[src/rtl/terminal_cursor_ctrl.sv]
// Terminal cursor controller: turns a UART byte stream into character RAM writes,
// tracks the cursor and blanks a line or the whole screen with 0x20 writes.
module terminal_cursor_ctrl #(
   parameter int WIDTH_CHARS  = 80,
   parameter int HEIGHT_CHARS = 30
) (
   input  logic        Clock,
   input  logic        Reset,
   input  logic [7:0]  RxData_i,
   input  logic        RxValid_i,
   output logic [11:0] WrAddr_o,
   output logic [7:0]  WrData_o,
   output logic        WrEnable_o,
   output logic [6:0]  CursorX_o,
   output logic [4:0]  CursorY_o,
   output logic        Busy_o,
   output logic        Overrun_o
);

   typedef enum logic [1:0] {IDLE, CLEAR_LINE, CLEAR_SCREEN} state_t;

   localparam logic [6:0]  X_LAST     = 7'(WIDTH_CHARS - 1);
   localparam logic [4:0]  Y_LAST     = 5'(HEIGHT_CHARS - 1);
   localparam logic [11:0] LINE_LEN   = 12'(WIDTH_CHARS);
   localparam logic [11:0] SCREEN_LEN = 12'(WIDTH_CHARS * HEIGHT_CHARS);
   localparam logic [7:0]  BLANK      = 8'h20;

   state_t      r_state;
   logic [6:0]  r_x;
   logic [4:0]  r_y;
   logic [11:0] r_lineBase;
   logic [11:0] r_clrAddr;
   logic [11:0] r_clrCnt;
   logic [11:0] r_wrAddr;
   logic [7:0]  r_wrData;
   logic        r_wrEn;
   logic        r_busy;
   logic        r_overrun;

   logic        w_lastRow;
   logic [4:0]  w_nextY;
   logic [11:0] w_nextBase;
   logic [11:0] w_glyphAddr;

   // r_lineBase always holds r_y*WIDTH_CHARS, stepped by WIDTH_CHARS on each row advance.
   assign w_lastRow   = (r_y == Y_LAST);
   assign w_nextY     = w_lastRow ? 5'd0 : r_y + 5'd1;
   assign w_nextBase  = w_lastRow ? 12'd0 : r_lineBase + LINE_LEN;
   assign w_glyphAddr = r_lineBase + {5'd0, r_x};

   always_ff @(posedge Clock or posedge Reset) begin
      if (Reset) begin
         r_state    <= CLEAR_SCREEN;
         r_x        <= '0;
         r_y        <= '0;
         r_lineBase <= '0;
         r_clrAddr  <= '0;
         r_clrCnt   <= '0;
         r_wrAddr   <= '0;
         r_wrData   <= BLANK;
         r_wrEn     <= 1'b0;
         r_busy     <= 1'b1;
         r_overrun  <= 1'b0;
      end else begin
         r_wrEn    <= 1'b0;
         r_overrun <= 1'b0;
         case (r_state)
            IDLE: begin
               r_busy <= 1'b0;
               if (RxValid_i) begin
                  case (RxData_i)
                     8'h08: begin
                        if (r_x != 7'd0) r_x <= r_x - 7'd1;
                     end
                     8'h0D: begin
                        r_x <= '0;
                     end
                     8'h0A: begin
                        // The first blank of the new row goes out with the accepting edge.
                        r_y        <= w_nextY;
                        r_lineBase <= w_nextBase;
                        r_wrEn     <= 1'b1;
                        r_wrAddr   <= w_nextBase;
                        r_wrData   <= BLANK;
                        r_clrAddr  <= w_nextBase + 12'd1;
                        r_clrCnt   <= 12'd1;
                        r_busy     <= 1'b1;
                        r_state    <= CLEAR_LINE;
                     end
                     8'h0C: begin
                        r_wrEn   <= 1'b1;
                        r_wrAddr <= 12'd0;
                        r_wrData <= BLANK;
                        r_clrCnt <= 12'd1;
                        r_busy   <= 1'b1;
                        r_state  <= CLEAR_SCREEN;
                     end
                     default: begin
                        r_wrEn   <= 1'b1;
                        r_wrAddr <= w_glyphAddr;
                        r_wrData <= RxData_i;
                        if (r_x == X_LAST) begin
                           r_x        <= '0;
                           r_y        <= w_nextY;
                           r_lineBase <= w_nextBase;
                           r_clrAddr  <= w_nextBase;
                           r_clrCnt   <= 12'd0;
                           r_busy     <= 1'b1;
                           r_state    <= CLEAR_LINE;
                        end else begin
                           r_x <= r_x + 7'd1;
                        end
                     end
                  endcase
               end
            end
            CLEAR_LINE: begin
               r_overrun <= RxValid_i;
               if (r_clrCnt == LINE_LEN) begin
                  r_busy  <= 1'b0;
                  r_state <= IDLE;
               end else begin
                  r_wrEn    <= 1'b1;
                  r_wrAddr  <= r_clrAddr;
                  r_wrData  <= BLANK;
                  r_clrAddr <= r_clrAddr + 12'd1;
                  r_clrCnt  <= r_clrCnt + 12'd1;
                  r_busy    <= 1'b1;
               end
            end
            CLEAR_SCREEN: begin
               r_overrun <= RxValid_i;
               if (r_clrCnt == SCREEN_LEN) begin
                  r_x        <= '0;
                  r_y        <= '0;
                  r_lineBase <= '0;
                  r_busy     <= 1'b0;
                  r_state    <= IDLE;
               end else begin
                  r_wrEn   <= 1'b1;
                  r_wrAddr <= r_clrCnt;
                  r_wrData <= BLANK;
                  r_clrCnt <= r_clrCnt + 12'd1;
                  r_busy   <= 1'b1;
               end
            end
            default: begin
               r_busy  <= 1'b0;
               r_state <= IDLE;
            end
         endcase
      end
   end

   assign WrAddr_o   = r_wrAddr;
   assign WrData_o   = r_wrData;
   assign WrEnable_o = r_wrEn;
   assign CursorX_o  = r_x;
   assign CursorY_o  = r_y;
   assign Busy_o     = r_busy;
   assign Overrun_o  = r_overrun;

endmodule

[config.mk]
export PLATFORM = sky130hd
export DESIGN_NAME = terminal_cursor_ctrl
export DESIGN_NICKNAME = d
export VERILOG_FILES = /design/src/rtl/terminal_cursor_ctrl.sv
export SDC_FILE = /design/constraint.sdc
export NUM_CORES = 1
export LEC_CHECK = 0
export ABC_AREA = 1
export CAP_MARGIN = 20
export CORE_UTILIZATION = 45
export DETAILED_ROUTE_END_ITERATION = 10
export MAX_ROUTING_LAYER = met4
export SYNTH_ARGS = -nofsm -noshare
export SYNTH_HDL_FRONTEND = slang
export SYNTH_SLANG_ARGS = --single-unit
[constraint.sdc]
create_clock -name Clock -period 6.9 [get_ports Clock]
set_clock_uncertainty 0.15 [all_clocks]
set_input_delay 1.035 -clock Clock [delete_from_list [all_inputs] [get_ports Clock]]
set_output_delay 1.035 -clock Clock [all_outputs]
set_load 0.01 [all_outputs]
# --- Word level (Yosys, flattened, before mapping) ---
# Index checks and enable logic that the tools add are counted.
classes:
  n_mul: 0
  order_cmp: 0
  div_mod_pow: 0
  bitwise_logic: 0
  n_addsub: 8
  muxes: 54
  n_eq_ne: 22
  shifts: 0
  reduce_logical: 15
ops:
  columns: ["operator", "n"]
  rows:
  - ["$mux 12", 13]
  - ["$pmux 12 s2", 5]
  - ["$pmux 12 s3", 3]
  - ["$add 12x1->12 const B", 3]
  - ["$eq 8x4->1 const B", 4]
  - ["$mux 7", 4]
  - ["$reduce_and 5->1", 5]
  - ["$mux 8", 3]
  - ["$pmux 8 s3", 1]
  - ["$pmux 7 s3", 1]
  - ["$mux 5", 4]
  - ["$pmux 5 s2", 2]
  - ["$ne 2x2->1 const B", 8]
  - ["$pmux 8 s2", 1]
  - ["$pmux 7 s2", 1]
  - ["$add 12x7->12", 1]
  - ["$add 12x7->12 const B", 1]
  - ["$eq 12x12->1 const B", 1]
  - ["$eq 12x7->1 const B", 1]
  - ["$pmux 2 s3", 2]
  - ["$mux 2", 4]
  - ["$add 7x1->7 const B", 1]
  - ["$eq 7x7->1 const B", 1]
  - ["$mux 1", 7]
  - ["17 further kinds", 22]
totals:
  mem_bits_ro: 0
  word_cells: 110
  register_bits: 73
  memories: 0
  latchBits: 0
  ramBits: 0

# --- Logic depth before layout (Yosys ltp) ---
depth:
  depth_word: 6
  depth_mapped: 17

# --- Worst setup path before layout ---
# OpenSTA, ideal clock, no wires.
synth_path:
  path_type: "input-to-reg"
  from: "input port RxData_i[7]"
  to: "register r_y[0] (netlist: CursorY_o[0])"
  path_buffers: 1
  path_slack_ns: 4.519
  arrival_time_ns: 2.114
  setup_time_ns: 0.117
  required_ns: 6.633
  stages: 13
  path_cell_list: "nor2_2 nand3_2 inv_2 nand2_2 nand3_1 nand2_2 nand2_4 inv_4 nand2_4 buf_6 nand2_1 o21ai_1 inv_1"
synth_between:
  elab_chain_len: 5
synth_rtl:
  columns: ["item", "line", "text"]
  rows:
  - ["from (decl)", "9", "input logic [7:0] RxData_i,"]
  - ["$eq 8x4->1", "71", "case (RxData_i)"]
  - ["$reduce_or 3->1 (no line)", null, null]
  - ["$pmux 5 s2", "71", null]
  - ["$mux 5", "70", "if (RxValid_i) begin"]
  - ["$pmux 5 s2", "67", "case (r_state)"]
  - ["to (signal assigned)", "80", "r_y <= w_nextY;"]
  - ["to (signal assigned)", "104", "r_y <= w_nextY;"]
  - ["to (decl)", "30", "logic [4:0] r_y;"]
# Several ways; a longest one is shown, not always the timed one. The select of a mux whose other input is x is not followed.
# A chain may end at the register's enable or synchronous reset.

# --- Worst setup path in the final report ---
layout_path:
  from: "register r_state[1]"
  to: "register r_wrAddr[8] (netlist: WrAddr_o[8])"
layout_between:
  elab_chain_len: 3
layout_rtl:
  columns: ["item", "line", "text"]
  rows:
  - ["from (decl)", "28", "state_t r_state;"]
  - ["from (signal assigned)", "53", "r_state <= CLEAR_SCREEN;"]
  - ["from (signal assigned)", "88", "r_state <= CLEAR_LINE;"]
  - ["from (signal assigned)", "96", "r_state <= CLEAR_SCREEN;"]
  - ["$eq 2x2->1 (tied with other cells)", "67", null]
  - ["$ne 2x2->1 (no line) or $reduce_bool 3->1 (tied branches)", null, null]
  - ["$reduce_and 5->1 (no line)", null, null]
  - ["to (signal assigned)", "83", "r_wrAddr <= w_nextBase;"]
  - ["to (signal assigned)", "100", "r_wrAddr <= w_glyphAddr;"]
  - ["to (signal assigned)", "124", "r_wrAddr <= r_clrAddr;"]
  - ["to (decl)", "34", "logic [11:0] r_wrAddr;"]
# Several ways; a longest one is shown, not always the timed one.

==> run summary <==
Worst Setup Path Type: reg2reg
Port-buffer cells: 45
Leak: 0.003123 uW
post-synthesis sequential area ratio: 0.3218
Avg Synthesized Cell Area: 6.955 um2
fmax: 338.8 MHz
io pins: 46
DRT Pass-1 Iters: 5
cells after synthesis: 818
Root Driver: clkbuf_16
status: finished, final reports clean
antenna violations before repair: 0
std cell rows: 40
RSZ-0062 raised after global routing: no
Yosys Warn Count: 0
Via density: 5.220
Req. time, crit path: 6990 ps
die area: 0.01310 mm2
layout cells sized above 1: 0.1171
drt drc: 0
final instance area: 0.006553 mm2
Data arrival, critical path: 3040 ps
combinational power share: 0.533
vias in the first global route: 5127
PD cells: 440.7 mW/mm2
max_slew headroom: 0.3698
Post-CTS Setup Bufs: 0
Sw Pwr: 1330 uW
clock latency at the later pin of the worst-skew pair: 350 ps
crit path capture type: register
Final setup viols: 0
Top FF cell, synth: dfrtp_1
area leader, netlist: dfrtp_1
total gr overflow: 0
Post-CTS Hold Buffers: 0
setup_tns: 0 ps
Initial Util: 0.4678
Final Hold Vio Count: 0
Peak VDD IR: 0.2669 mV
TritonCTS Sinks: 73
# nets final: 883
sequential fraction of design power: 0.268
CTS tree: built
ys async rst share: 1.000
core area: 0.01216 mm2
HPWL Detailed: 11.58 mm
Setup Slack @ Placement: 3628 ps
Switching Share: 0.4606
CTS max path bufs: 2
Worst Setup SP: r_state[1]$_DFFE_PP1P_
internal cell power: 1558 uW
Slew Viols, Final: 0
first-pass GRT wire length: 25.67 mm
Layout area overhead: 15.17%
Yosys top cell area share: 0.3079
Final Critical Period: 2952 ps
syn_nets: 852
CTS buffer count: 9
Max FO, Critical Path: 33
Reg-to-Reg Start: r_state[1]$_DFFE_PP1P_
largest net degree at the start of global routing: 74
startpoint types: register
synth unique cells: 46
Area contributors post-synth: dfrtp_1 31%, nand2_1 14%, nand3_1 6.0%
reg2reg setup slack: 3950 ps
Mapped Area: 0.005689 mm2
htree depth: 3
worst slew pin tran: 945.3 ps
path depth of the worst reg2reg path: 8
Tot GR Track Use: 0.2632
FF+latch count, synth: 73
Clock power frac: 0.199
Routed Antenna Nets: 0
Worst Hold Class: reg2reg
initial DRC count: 389
Setup crit end: WrAddr_o[8]$_DFFE_PP0P_
Die W: 114.4 um
total inserted antenna cells: 0
die height: 114.4 um
Max-Cap Viols: 0
post-place instance area: 0.006188 mm2
DR vias: 5335
Wirelength per Cell: 15.24 um
drt total wl: 15.57 mm
final worst path period share: 0.4278
FILL cells: 1212
gpl congestion: 0.9002
Worst-path clk slew: 60 ps
cells resized by post-CTS repair: 0
Final WS setup: 3948 ps
Post-synth EDFFs: 0
r2r endpoint: WrAddr_o[8]$_DFFE_PP0P_
## worst max-delay path, stage by stage (launching register included)
cell,delay [ps]
dfstp_2,550
ha_1,580
inv_1,560
nor2_1,320
nor2_4,80
nand2_4,280
inv_2,140
nand3_1,100
nand2_1,60
## logic make-up (layout without fill, tap and decap cells)
group / count (synthesis) / in the layout / share of synthesized area
and+or+nand+nor: 446 / 446 / 0.3649
AOI/OAI and AO/OA: 132 / 132 / 0.1317
buffers and inverters: 123 / 159 / 0.09743
DFF: 73 / 73 / 0.3218
adders and majority gates: 23 / 23 / 0.05190
xor gates and xnor gates: 21 / 21 / 0.03233
## cells in the mapped netlist, types with 5 or more instances
cell,number
o21ai_2,11
clkbuf_1,10
a21oi_1,36
nand2_1,219
xor2_1,19
nand4_1,9
nor2_4,5
nand2_2,15
nand3_1,68
nand2_4,9
buf_2,10
o21ai_1,25
nor2_2,5
dfrtp_1,70
nor2_1,78
nor3_1,17
inv_2,13
inv_1,77
o21ai_0,43
ha_1,22
## stage by stage
step	utilization	total power, uW	std cells	hold WS (ps)
after floorplan	-	1838	818	308.8
after global placement	0.5088	2285	1006	315.5
after detailed placement	0.5088	2301	1006	316.2
after CTS	0.5388	2895	1022	327.5
after global routing	0.5388	3117	1022	339.2
final	0.5388	2888	1022	327.2
## layout by cell type (no fill, tap or decap), types with 14 or more instances in the layout
cell type and count:
nand2_1 219, nor2_1 78, inv_1 76, dfrtp_1 70
nand3_1 68, clkdlybuf4s50_1 45, o21ai_0 43, a21oi_1 36
o21ai_1 25, ha_1 22, xor2_1 19, nor3_1 17
nand2_2 15, inv_2 14
## worst min-delay path by stage
stage | from | endpoint | depth (start not counted)
3_5_place_dp | WrAddr_o[5]$_DFFE_PP0P_ | WrAddr_o[5]$_DFFE_PP0P_ | 2
3_3_place_gp | WrData_o[5]$_DFFE_PP1P_ | WrData_o[5]$_DFFE_PP1P_ | 2
5_1_grt | WrData_o[5]$_DFFE_PP1P_ | WrData_o[5]$_DFFE_PP1P_ | 2
2_1_floorplan | r_lineBase[11]$_DFFE_PP0P_ | r_lineBase[11]$_DFFE_PP0P_ | 2
6_report | WrData_o[5]$_DFFE_PP1P_ | WrData_o[5]$_DFFE_PP1P_ | 2
4_1_cts | WrData_o[5]$_DFFE_PP1P_ | WrData_o[5]$_DFFE_PP1P_ | 2
## power groups by stage
stage          clock, uW  combinational [uW]  sequential, uW
3_5_place_dp           0                1520             779
5_1_grt              598                1720             798
2_1_floorplan          0                1080             763
4_1_cts              584                1540             774
6_report             575                1540             774
3_3_place_gp           0                1510             775
## cell type report
class                   instances  area (um2)  area share
clock buffers                  12       266.5     0.04067
clock inverters                 4       97.59     0.01489
inverters                      94       362.8     0.05538
multi-input cells             622        3304      0.5043
flip-flops and latches         73        1831      0.2794
well taps                     168       210.2     0.03208
repair buffers                 49       480.5     0.07332
## flip-flops by register name, summed over array words and instances (netlist names)
name,flops
r_state,2
CursorX_o,7
Overrun_o,1
WrAddr_o,12
r_clrCnt,12
WrData_o,8
r_lineBase,12
CursorY_o,5
Busy_o,1
WrEnable_o,1
r_clrAddr,12
## layer usage
metal	vias to the layer above	track usage	part of all wire
met5	-	-	0
met4	0	0.1074	0.022
met3	21	0.03282	0.033
met2	118	0.4186	0.46
met1	2458	0.3400	0.48
li1	2738	-	-
(Power assumes the default switching activity.)
